$ cat src/rtl/neo_zmc_banker.sv
// ZMC-style M1 bank controller: four window bank registers loaded by SDRD0 port reads,
// translating SDA into extended ROM address bits MA. Optional readback: ZMC_READBACK_EN.
module neo_zmc_banker #(
  parameter int unsigned       BANK_W    = 8,
  parameter logic [BANK_W-1:0] BANK_MASK = 8'hFF,
  parameter logic [BANK_W-1:0] RST_B0    = 8'h02,
  parameter logic [BANK_W-1:0] RST_B1    = 8'h06,
  parameter logic [BANK_W-1:0] RST_B2    = 8'h0E,
  parameter logic [BANK_W-1:0] RST_B3    = 8'h1E
) (
  input  logic              CLK_24M,
  input  logic              nRESET,
  input  logic              SDRD0,
  input  logic [15:0]       SDA,
  output logic [BANK_W+2:0] MA,
  output logic              BANK_UPD,
  output logic [7:0]        SDD_OUT,
  output logic              SDD_OE
);

  localparam int unsigned MA_W = BANK_W + 3;

  logic              s1, s2, s3;
  logic [7:0]        shadow_val;
  logic [1:0]        shadow_win;
  logic [BANK_W-1:0] bank [4];
  logic              commit;
  logic [BANK_W-1:0] commit_val;
  logic              unused_sda;

  assign commit     = s2 & ~s3;
  assign commit_val = BANK_W'(shadow_val) & BANK_MASK;
  assign BANK_UPD   = commit;
  assign unused_sda = ^SDA[7:2];

  // s1/s2 synchronise the strobe; s3 lets each synchronised rising edge commit once.
  always_ff @(posedge CLK_24M or negedge nRESET) begin
    if (!nRESET) begin
      s1 <= 1'b0;
      s2 <= 1'b0;
      s3 <= 1'b0;
    end else begin
      s1 <= SDRD0;
      s2 <= s1;
      s3 <= s2;
    end
  end

  // SDA is stable while the strobe is high, so sampling it raw is safe.
  always_ff @(posedge CLK_24M or negedge nRESET) begin
    if (!nRESET) begin
      shadow_val <= 8'h00;
      shadow_win <= 2'b00;
    end else if (SDRD0) begin
      shadow_val <= SDA[15:8];
      shadow_win <= SDA[1:0];
    end
  end

  always_ff @(posedge CLK_24M or negedge nRESET) begin
    if (!nRESET) begin
      bank[0] <= RST_B0 & BANK_MASK;
      bank[1] <= RST_B1 & BANK_MASK;
      bank[2] <= RST_B2 & BANK_MASK;
      bank[3] <= RST_B3 & BANK_MASK;
    end else if (commit) begin
      bank[shadow_win] <= commit_val;
    end
  end

  always_comb begin
    MA = MA_W'(SDA[15:11]);
    if (SDA[15:14] == 2'b10) begin
      MA = {bank[0], SDA[13:11]};
    end else if (SDA[15:13] == 3'b110) begin
      MA = MA_W'({bank[1], SDA[12:11]});
    end else if (SDA[15:12] == 4'b1110) begin
      MA = MA_W'({bank[2], SDA[11]});
    end else if (SDA[15:11] == 5'b11110) begin
      MA = MA_W'(bank[3]);
    end
  end

`ifdef ZMC_READBACK_EN
  logic [7:0] rb_hold;

  // Keep the pre-commit value visible for the rest of the s2 high phase.
  always_ff @(posedge CLK_24M or negedge nRESET) begin
    if (!nRESET) begin
      rb_hold <= 8'h00;
    end else if (commit) begin
      rb_hold <= 8'(bank[shadow_win]);
    end
  end

  assign SDD_OE  = s2;
  assign SDD_OUT = !s2 ? 8'h00 : (commit ? 8'(bank[shadow_win]) : rb_hold);
`else
  assign SDD_OE  = 1'b0;
  assign SDD_OUT = 8'h00;
`endif

endmodule
$ cat config.mk
export PLATFORM = sky130hd
export DESIGN_NAME = neo_zmc_banker
export DESIGN_NICKNAME = d
export VERILOG_FILES = /design/src/rtl/neo_zmc_banker.sv
export SDC_FILE = /design/constraint.sdc
export NUM_CORES = 1
export LEC_CHECK = 0
export ABC_AREA = 1
export BUFFER_PORTS_ARGS = -buffer_cell sky130_fd_sc_hd__clkbuf_2
export CORE_MARGIN = 10
export CORE_UTILIZATION = 35
export CTS_CLUSTER_SIZE = 40
export DETAILED_ROUTE_END_ITERATION = 10
export SETUP_SLACK_MARGIN = 0.5
export SLEW_MARGIN = 30
export SYNTH_ARGS = -nofsm -noshare
export SYNTH_HDL_FRONTEND = slang
export SYNTH_SLANG_ARGS = --single-unit
export TNS_END_PERCENT = 1
$ cat constraint.sdc
create_clock -name CLK_24M -period 1.4 [get_ports CLK_24M]
set_input_delay 0.07 -clock CLK_24M [delete_from_list [all_inputs] [get_ports CLK_24M]]
set_output_delay 0.07 -clock CLK_24M [all_outputs]
set_load 0.005 [all_outputs]
Word level (Yosys, flattened, before mapping)
Index checks and enable logic that the tools add are counted.
{"block": "op_classes", "bitwise_logic": 3, "magnitude_cmp": 2, "n_mux": 7, "eq_ne": 4, "reduce_logical": 1}
{"cell": "bitwise mux 32 bit", "n": 1}
{"cell": "2-to-1 mux 11 bit", "n": 2}
{"cell": "demux 8 bit (select 2 bit)", "n": 1}
{"cell": "2-to-1 mux 8 bit", "n": 2}
{"cell": "2-to-1 mux 9 bit", "n": 1}
{"cell": "equality test 5 bit, second input constant", "n": 1}
{"cell": "equality test 4 bit, second input constant", "n": 1}
{"cell": "equality test 3 bit, second input constant", "n": 1}
{"cell": ">= comparator 3 bit, second input constant", "n": 1}
{"cell": "< comparator 3 x 1 -> 1 bit, second input constant", "n": 1}
{"cell": "inverter 2 -> 3 bit", "n": 1}
{"cell": "equality test 2 bit, second input constant", "n": 1}
{"cell": "bitwise AND 1 bit", "n": 1}
{"cell": "logical AND 1 bit", "n": 1}
{"cell": "inverter 1 bit", "n": 1}
{"block": "word_totals", "register_bits": 45, "in_bits": 19, "word_cells": 26, "output_inout_bits": 21}

Depth between registers and ports, before layout
Gate-level depths: netlist (run 1).
{"block": "depth", "depth_word": 6, "depth_mapped": 7, "ltp_nobuf": 7}

Least setup slack after synthesis (run 1)
Ideal clock, no wire load.
{"block": "synth_timing", "path_kind": "reg2reg", "start": "register s3", "end": "register bank[5] in the netlist's numbering", "path_stages_with_launch": 6, "required_time_ns": 1.277, "path_buffers": 1, "setup_time_ns": 0.123, "arrival_time_ns": 0.999, "setup_slack_ns": 0.278, "path_cell_list": "dfrtp_1 nor2_8 nand3_4 buf_2 nand2_1 o21ai_1"}
{"block": "synth_between", "elab_chain_cells": 2}
{"element": "from (decl)", "line": "23", "text": "logic s1, s2, s3;"}
{"element": "from (signal assigned)", "line": "41", "text": "s3 <= 1'b0;"}
{"element": "from (signal assigned)", "line": "45", "text": "s3 <= s2;"}
{"element": "inverter 1 bit", "line": "31", "text": "assign commit = s2 & ~s3;"}
{"element": "bitwise AND 1 bit", "line": "31"}
{"element": "named net BANK_UPD", "line": "16", "text": "output logic BANK_UPD,"}
{"element": "to (signal, indexed assignment)", "line": "67", "text": "bank[shadow_win] <= commit_val;"}
{"element": "to (decl)", "line": "26", "text": "logic [BANK_W-1:0] bank [4];"}
The timed path passes the listed nets, and every way through them passes these cells.
A chain may end at the register's enable or synchronous reset.

Worst setup path in the final report (run 1)
{"block": "layout_timing", "start": "register bank[10] in the netlist's numbering", "end": "output port MA[3]"}
{"block": "layout_between", "elab_chain_cells": 3}
{"element": "2-to-1 mux 9 bit", "line": "77", "text": "end else if (SDA[15:12] == 4'b1110) begin"}
{"element": "2-to-1 mux 11 bit", "line": "75", "text": "end else if (SDA[15:13] == 3'b110) begin"}
{"element": "2-to-1 mux 11 bit", "line": "73", "text": "if (SDA[15:14] == 2'b10) begin"}
{"element": "to (decl)", "line": "15", "text": "output logic [BANK_W+2:0] MA,"}
No other way between the ends.

==> qor.yml, run 1 <==
status: "complete, no violations"
yosysUniqueCellTypes: 22
wl_um: 4840
viasPerCell: 4.70
clk_pin_slew_worst_paths_ns: 0.08
die_h_um: 97.4
arrival_ns: 1.28
drt-pass1-iter-count: 4
reg2reg_to: "bank[6]$_DFFE_PN0P_"
crit_buf_inv: 3
holdWs_ns: 0.00638
hold_violations: 0
initial_core_util_pct: 35.7
syn-cell-area_um2: 2100
clkSinkCount: 45
drc_errors: 0
p_int_mw: 2.33
path_class: "register to primary output"
track_usage_pct: 10.4
first_global_vias: 1624
finalSetupViolCount: 0
p_clk_share_pct: 26.3
place_area_um2: 2260
power_frac_seq_pct: 54.3
synth.area.top_cells: "dfrtp_1 42%, nand2_1 15%, dfstp_2 13%"
max_freq_mhz: 743
path_max_fanout: 2
cp-end-kind: "primary output"
peakVddDrop_v: 0.000611
slowest_delay_ns: 0.55
final_antenna_net_count: 0
fp.dieW_um: 97.4
cts_buffers: 5
synth_area_leader_cell: "dfrtp_1"
cts_buffer_depth: 2
dieArea_um2: 9490
drtIter0Drc: 64
pin_count: 40
cp-start-kind: "register"
cts_setup_buffers: 0
cp_data_required_time_ns: 1.33
ff2ff_path_depth: 4
grt-ovfl-total: 0
power_density_nw_per_um2: 1280
max_cap_viol_count: 0
clk_latency_ns: 0.29
critPathLaunch: "bank[10]$_DFFE_PN1P_"
gp_congestion: 0.893
final_max_slew_viol_count: 0
crit_path_cell_trace: "inv_2 > nand3_2 > nand2_1 > inv_2 > nand2_2 > nand2_2 > clkbuf_2"
synth_seq_area_share_pct: 54.3
finalNetCount: 285
io_buffers: 24
design_area_um2: 2580
clockRootBuffer: "clkbuf_8"
slowest_stage: "dfstp_2"
cts_htree_levels: 2
power.total_mw: 3.30
fin_skew_ns: 0.00746
tritoncts: "done"
diodes: 0
period_share_pct: 96.2
r2r-start: "s3$_DFF_PN0_"
endpoint: "MA[3]"
dp_hpwl_um: 3370
switchingPower_mw: 0.970
num_vias: 1609
power_frac_comb_pct: 19.4
fin_util_pct: 43.8
sw_frac_of_total_pct: 29.4
avgSynthCellArea_um2: 8.89
row_count: 28
wire_per_inst_um: 14.2
crit_cells: 7
synth_cells: 236
drive_gt1_share_pct: 40.4
fin_crit_ns: 1.35
hp-class: "input port to register"
leakage_nw: 1.22
netlist.area_leader.share_pct: 41.7
crit_family: "flip-flops"
synth-seq-cells: 45
core_area_um2: 5890
area_delta_synth_final_pct: 22.8
r2r_slack_ns: 0.13
rsz0062_at_grt: "yes"
grt_max_degree: 46
grt_antenna_before_repair: 0
ys_warn_count: 0
grt_pass1_wl_um: 8110
worst min path at each step:
stage	from	to	slack (ns)	cells after the start
detailed placement	nRESET	s2$_DFF_PN0_	0.08	2
CTS	SDA[8]	commit_val[0]$_DFFE_PN0P_	0.002	3
floorplan	nRESET	bank[0]$_DFFE_PN0P_	-0.23	0
global route	SDA[8]	commit_val[0]$_DFFE_PN0P_	0.02	3
finish	SDA[8]	commit_val[0]$_DFFE_PN0P_	0.006	3
global placement	nRESET	s1$_DFF_PN0_	0.07	2
stage by stage:
stage                     instances  worst slack (ns)  TNS [ns]
after floorplan                 244             0.335         0
after global placement          329             0.257         0
after detailed placement        329             0.261         0
after CTS                       342            0.0370         0
after global routing            342           -0.0242   -0.0360
final                           342            0.0536         0
state kept, by name (all words and copies together) (netlist names):
register	flops
bank	32
s1	1
s3	1
commit_val	8
s2	1
shadow_win	2
synthesized netlist by cell type:
cell type / number
nand3_1: 4
nand4_1: 3
nor2_8: 2
o21ai_1: 46
nor2_1: 2
clkbuf_1: 2
nor2_4: 1
nand3_4: 5
nor2_2: 2
conb_1: 1
o21ai_0: 1
inv_1: 19
buf_4: 12
and3_1: 1
dfrtp_1: 35
nand2_2: 1
buf_2: 1
a22o_1: 1
nand2_1: 82
nor3_1: 1
inv_2: 4
dfstp_2: 10
power groups by stage:
stage / sequential (mW) / combinational (mW) / clock, mW
after floorplan: 1.74 / 0.385 / 0
after global placement: 1.77 / 0.521 / 0
after detailed placement: 1.78 / 0.536 / 0
after CTS: 1.76 / 0.558 / 0.890
after global routing: 1.83 / 0.740 / 0.941
final: 1.79 / 0.640 / 0.869
tightest hold or removal path: cells and delay by family:
kind                   cells  cell delay (ns)
AOI/OAI and AO/OA          1             0.07
and+or+nand+nor            1             0.04
buffers and inverters      1             0.07
cells by family after synthesis:
group	Yosys count	share of synthesized area, %
AND/OR/NAND/NOR	104	24.9
flip-flops	45	54.3
other	1	0.179
buffers and inverters	38	9.00
AO/OA/AOI/OAI	48	11.6
layer usage:
metal  global-route usage, %  wire [µm]  up-vias  share of wire, %
li1                        -          -      803                 -
met3                    2.99        174        6               3.6
met5                       0          0        -                 0
met2                    16.3       2360       24                49
met1                    13.3       2230      776                46
met4                    3.69         74        0               1.5
cell type report:
cell class              count  area (µm²)
clock buffers               7        96.3
multi-input cells         161         957
fillers                   607        3310
repair buffers             30         199
well taps                  75        93.8
flip-flops and latches     45        1140
inverters                  23        86.3
clock inverters             1        5.00
placed cells by master (no fill, tap or decap):
master,n
nand2_1,54
nor2_8,2
inv_1,17
clkbuf_4,1
dfrtp_1,35
clkbuf_8,7
clkinv_2,1
nor2_2,1
nand3_1,2
nor3_1,1
nor2_1,1
nand3_4,5
nand2_2,29
nand4_1,3
conb_1,9
a22o_1,1
nand3_2,2
nor2_4,3
o21ai_0,1
buf_2,8
buf_6,1
dfstp_2,10
dlygate4sd3_1,5
o21ai_2,17
and3_1,1
o21ai_1,29
inv_2,6
clkbuf_2,14
buf_12,1
repair_timing:
action,4_1_cts,5_1_grt
pin swaps,3,46
endpoints found under the hold margin,44,0
endpoints found under the setup margin,44,44
gates resized for setup,6,58
hold buffers,5,0
Note: power is estimated with default switching activity, not from simulation.
==> inputs of run 2 (changes only) <==
--- a/config.mk
+++ b/config.mk
@@ -11,6 +11,8 @@
 export CORE_UTILIZATION = 35
 export CTS_CLUSTER_SIZE = 40
 export DETAILED_ROUTE_END_ITERATION = 10
+export GPL_TIMING_DRIVEN = 0
+export REMOVE_ABC_BUFFERS = 1
 export SETUP_SLACK_MARGIN = 0.5
 export SLEW_MARGIN = 30
 export SYNTH_ARGS = -nofsm -noshare
==> run 2 against run 1 <==
Effect of this change:
- die area stayed put
- count of clock-buffer cells in the layout stayed put
- total power is 0.83% lower
- critical path depth stayed put
- register-to-register slack better by 0.04 ns
- combinational power is 5.0% lower
- clock skew is 0.0032 ns lower
- critical endpoint is now MA[4]
- sequential power hardly changed
- sequential share of layout area is 0.90 points higher
- clock power is 1% higher
==> qor.yml, run 2 (synthesis results as in run 1) <==
drive_gt1_share_pct: 35.2  # -5.2 points
dp_hpwl_um: 3290  # -2.3%
num_vias: 1583  # -1.6%
max-slew-margin-rel_pct: 58.9
leakage_nw: 1.20  # -1.1%
holdWs_ns: 0.00930  # +0.00292 ns
peakVddDrop_v: 0.000602  # -1.5%
hp-class: "input port to register"
diodes: 0  # unchanged
clk_pin_slew_worst_paths_ns: 0.08  # about the same
max_freq_mhz: 732  # -1.5%
drt-pass1-iter-count: 4  # unchanged
row_count: 28  # unchanged
final_common_cell: "nand2_1"
fin_setup_tns_ns: 0  # unchanged
fin_skew_ns: 0.00430  # -0.00317 ns
final_antenna_net_count: 0  # unchanged
max_cap_viol_count: 0  # unchanged
drc_errors: 0  # unchanged
tightest_slew_ns: 0.616
clockRootBuffer: "clkbuf_8"
area_delta_synth_final_pct: 20.3
path_max_fanout: 2  # unchanged
first_global_vias: 1624  # unchanged
p_clk_share_pct: 26.9  # +0.6 points
hold_depth: 3  # unchanged
switchingPower_mw: 0.959  # -1.2%
grt-ovfl-total: 0  # unchanged
arrival_ns: 1.30  # +0.02 ns
cts_buffer_depth: 2  # unchanged
ff2ff_path_depth: 5  # +1
fin_crit_ns: 1.37  # +0.0203 ns
fin_cells: 342  # unchanged
status: "complete, no violations"
track_usage_pct: 10.1  # -0.34 points
path_class: "register to primary output"
fp.dieW_um: 97.4  # unchanged
dp_cells: 328  # -0.30%
grt_max_degree: 46  # unchanged
grt_antenna_before_repair: 0  # unchanged
rsz0062_at_grt: "yes"
cp-end-kind: "primary output"
viasPerCell: 4.63  # -1.6%
power_frac_comb_pct: 18.6  # -0.8 points
die_h_um: 97.4  # unchanged
power.total_mw: 3.27  # -0.83%
power_frac_seq_pct: 54.5  # +0.2 points
clkSinkCount: 45  # unchanged
clk_latency_ns: 0.29  # about the same
cp-start-kind: "register"
cts_buffers: 5  # unchanged
sw_frac_of_total_pct: 29.3  # -0.11 points
hold_violations: 0  # unchanged
grt_busiest_layer: "met2"
pin_count: 40  # unchanged
p_int_mw: 2.31  # -0.67%
initial_core_util_pct: 35.7  # unchanged
tritoncts: "done"
period_share_pct: 97.6  # +1.4 points
wl_um: 4710  # -2.7%
use_met1_pct: 13.0  # -0.29 points
finalSetupViolCount: 0  # unchanged
largest_register: "bank"
core_area_um2: 5890  # unchanged
use_met3_pct: 3.49  # +0.50 points
io_buffers: 24  # unchanged
largest_reg_flops: 32  # unchanged
wire_per_inst_um: 13.8  # -2.7%
dieArea_um2: 9490  # unchanged
final_cell_mix: "64 x nand2_1, 35 x dfrtp_1, 32 x o21ai_1"
gp_congestion: 0.814  # -8.9%
cts_htree_levels: 2  # unchanged
grt_pass1_wl_um: 8000  # -1.4%
finalNetCount: 285  # unchanged
final_max_slew_viol_count: 0  # unchanged
power_density_nw_per_um2: 1300  # +1.2%
use_met2_pct: 15.6  # -0.72 points
drtIter0Drc: 48  # -25%
cp_data_required_time_ns: 1.33  # about the same
==> run 2: cell types whose count changed in the layout (fill, tap and decap cells not counted), moves of 3 or more <==
cell,delta
o21ai_2,-3
o21ai_1,+3
nand2_2,-10
nand2_1,+10
==> run 2: worst max-delay path: stages (launching register included) <==
cell and delay (ns):
dfstp_2 0.55, inv_2 0.03, nand3_2 0.05, nand2_1 0.05, inv_1 0.05, nand2_1 0.06, nand2_1 0.09, buf_2 0.11
==> run 2: power groups by stage <==
stage	Clock, mW	Combinational, mW	Sequential (mW)
final	0.881	0.608	1.78
after global routing	0.961	0.697	1.82
after CTS	0.903	0.547	1.76
after detailed placement	0	0.528	1.78
after global placement	0	0.509	1.77
after floorplan	0	0.350	1.74
==> run 2: timing repair <==
item                                    4_1_cts  5_1_grt
gates resized for setup                       3       43
hold endpoints to repair                     40        0
endpoints found under the setup margin       44       44
pin swaps                                     2       42
hold buffers                                  6        0
buffers inserted                              0        0
==> run 2: layout make-up <==
cell class	instances	area, µm²
multi-input combinational	161	916
tap	75	93.8
clock buffer	7	96.3
timing repair buffer	30	189
sequential	45	1140
fill	587	3360
clock inverter	1	5.00
inverter	23	86.3
==> run 2: metal layers <==
layer | up-vias | wire length (µm)
li1 | 802 | -
met1 | 742 | 2250
met2 | 32 | 2170
met3 | 7 | 260
met4 | 0 | 37
met5 | - | 0
==> run 2: worst paths after layout <==
check | from | to | slack, ns
worst min register to register | s1$_DFF_PN0_ | s2$_DFF_PN0_ | 0.35
worst max-delay path | bank[11]$_DFFE_PN1P_ | MA[4] | 0.03
max in group asynchronous | nRESET | bank[8]$_DFFE_PN0P_ | 0.65
min in group asynchronous | nRESET | bank[22]$_DFFE_PN0P_ | 0.34
worst max register to register | s2$_DFF_PN0_ | bank[7]$_DFFE_PN0P_ | 0.17
worst min-delay path | SDA[11] | commit_val[3]$_DFFE_PN0P_ | 0.009
==> run 2: stage by stage <==
step                      area, µm²  util [%]  setup WS, ns
after floorplan                2030         -         0.374
after global placement         2240      38.1         0.265
after detailed placement       2240      38.1         0.249
after CTS                      2410      41.0        0.0258
after global routing           2520      42.9       -0.0371
final                          2520      42.9        0.0333
==> inputs of run 3 (changes only) <==
--- a/config.mk
+++ b/config.mk
@@ -11,7 +11,9 @@
 export CORE_UTILIZATION = 35
 export CTS_CLUSTER_SIZE = 40
 export DETAILED_ROUTE_END_ITERATION = 10
+export GPL_ROUTABILITY_DRIVEN = 0
 export GPL_TIMING_DRIVEN = 0
+export PLACE_DENSITY = 0.59
 export REMOVE_ABC_BUFFERS = 1
 export SETUP_SLACK_MARGIN = 0.5
 export SLEW_MARGIN = 30
==> run 3 against run 2 <==
Effect of this change:
- wire length decreased by 1.5%
- register-to-register slack improved by 0.04 ns
- final cell count did not move
- utilization up 0.38 points
- setup slack gained 0.033 ns
- sequential power is essentially flat
- via count down 1.3%
- non-clock buffer count is the same
- global-route usage shrank 0.076 points
- maximum frequency is 2.5% higher
- sequential share of layout area down 0.40 points
- largest cell class unchanged
- highest routed layer unchanged
==> qor.yml, run 3 (synthesis results as in run 1) <==
first_global_vias: 1549  # -4.6%
grt-ovfl-total: 0  # unchanged
cts_buffers: 5  # unchanged
final_cell_mix: "59 x nand2_1, 35 x dfrtp_1, 30 x o21ai_1"
cp_data_required_time_ns: 1.33  # about the same
largest_register: "bank"
fin_skew_ns: 0.00760  # +0.00330 ns
design_area_um2: 2550  # +0.89%
fin_crit_ns: 1.33  # -0.0330 ns
status: "complete, no violations"
wl_um: 4640  # -1.5%
pin_count: 40  # unchanged
power_density_nw_per_um2: 1330  # +2.5%
power.total_mw: 3.38  # +3.4%
wire_per_inst_um: 13.6  # -1.5%
finalSetupViolCount: 0  # unchanged
max_cap_viol_count: 0  # unchanged
die_h_um: 97.4  # unchanged
leakage_nw: 1.21  # +0.31%
final_common_cell: "nand2_1"
grt_pass1_wl_um: 7780  # -2.8%
peakVddDrop_v: 0.000710  # +18%
area_delta_synth_final_pct: 21.4
fp.dieW_um: 97.4  # unchanged
num_vias: 1562  # -1.3%
hold_violations: 0  # unchanged
dieArea_um2: 9490  # unchanged
grt_max_degree: 46  # unchanged
rsz0062_at_grt: "yes"
fin_setup_tns_ns: 0  # unchanged
finalNetCount: 285  # unchanged
clk_latency_ns: 0.30  # about the same
path_class: "register to primary output"
drtIter0Drc: 78  # +63%
slowest_stage: "dfstp_2"
max_freq_mhz: 750  # +2.5%
row_count: 28  # unchanged
fin_util_pct: 43.3  # +0.38 points
io_buffers: 24  # unchanged
holdWs_ns: 0.00534  # -0.00395 ns
tightest_slew_ns: 0.626  # +0.00973 ns
clockRootBuffer: "clkbuf_8"
period_share_pct: 95.3  # -2.4 points
viasPerCell: 4.57  # -1.3%
arrival_ns: 1.26  # -0.04 ns
hp-class: "input port to register"
drt-pass1-iter-count: 4  # unchanged
max-slew-margin-rel_pct: 58.3  # -0.65 points
cp-end-kind: "primary output"
path_max_fanout: 2  # unchanged
tritoncts: "done"
diodes: 0  # unchanged
drc_errors: 0  # unchanged
clk_pin_slew_worst_paths_ns: 0.08  # about the same
final_max_slew_viol_count: 0  # unchanged
largest_reg_flops: 32  # unchanged
grt_antenna_before_repair: 0  # unchanged
drive_gt1_share_pct: 37.1  # +1.9 points
cts_setup_buffers: 0  # unchanged
fillers: 594  # +1.2%
slowest_delay_ns: 0.54  # about the same
cpMostUsedCell: "nand2_1"
track_usage_pct: 9.99  # -0.076 points
initial_core_util_pct: 35.7  # unchanged
core_area_um2: 5890  # unchanged
cp-start-kind: "register"
final_antenna_net_count: 0  # unchanged
cts_htree_levels: 2  # unchanged
dp_hpwl_um: 3290  # about the same
clkSinkCount: 45  # unchanged
place_area_um2: 2240  # unchanged
cts_buffer_depth: 2  # unchanged
crit_path_cell_trace: "inv_2 > nand3_2 > nand2_1 > inv_1 > nand2_1 > nand2_1 > clkbuf_2"
==> run 3: cell types whose count changed in the layout (fill, tap and decap cells not counted), sizes merged <==
cell    delta
buf        -4
clkbuf     +3
bufinv     +1
==> run 3: metrics by stage <==
stage | setup slack [ns] | std cells
2_1_floorplan | 0.374 | 229
3_3_place_gp | 0.262 | 328
3_5_place_dp | 0.259 | 328
4_1_cts | 0.0518 | 342
5_1_grt | -0.00585 | 342
6_report | 0.0663 | 342
==> run 3: path summary, 6_finish.rpt <==
path	to	slack, ns	cells after the start	start
worst max-delay path	MA[4]	0.07	7	bank[11]$_DFFE_PN1P_
worst min-delay path	commit_val[3]$_DFFE_PN0P_	0.005	3	SDA[11]
worst max register to register	bank[26]$_DFFE_PN0P_	0.21	4	s3$_DFF_PN0_
worst min register to register	s2$_DFF_PN0_	0.36	0	s1$_DFF_PN0_
max in group asynchronous	bank[8]$_DFFE_PN0P_	0.63	2	nRESET
min in group asynchronous	bank[30]$_DFFE_PN0P_	0.34	2	nRESET
==> run 3: worst max-delay path: cells and delay by family, from the launching register on <==
family / cells / cell delay, ns
buffers and inverters: 3 / 0.19
and+or+nand+nor: 4 / 0.22
DFF: 1 / 0.54
==> run 3: per-layer routing <==
| metal | track usage [%] | routed length (µm) | up-vias |
|---|---|---|---|
| li1 | - | - | 805 |
| met1 | 13.0 | 2190 | 712 |
| met2 | 15.0 | 2150 | 34 |
| met3 | 3.27 | 229 | 11 |
| met4 | 3.69 | 74 | 0 |
| met5 | 0 | 0 | - |
==> run 3: final cells by class <==
| cell class | count | area, µm² | area share, % |
|---|---|---|---|
| sequential | 45 | 1140 | 44.7 |
| multi-input combinational | 161 | 928 | 36.4 |
| tap | 75 | 93.8 | 3.68 |
| clock inverter | 2 | 38.8 | 1.52 |
| timing repair buffer | 30 | 189 | 7.42 |
| clock buffer | 6 | 72.6 | 2.85 |
| inverter | 23 | 86.3 | 3.39 |
==> run 3: where the power goes <==
| part | total (mW) | internal, mW | switching, mW |
|---|---|---|---|
| sequential | 1.78 | 1.62 | 0.168 |
| clock | 0.988 | 0.536 | 0.452 |
| combinational | 0.610 | 0.252 | 0.357 |
| total | 3.38 | 2.41 | 0.977 |
==> run 3: repair_timing <==
item,CTS,global route
pin swaps,3,39
endpoints found under the hold margin,40,0
endpoints found under the setup margin,44,44
gates resized for setup,3,44
hold buffers,6,0
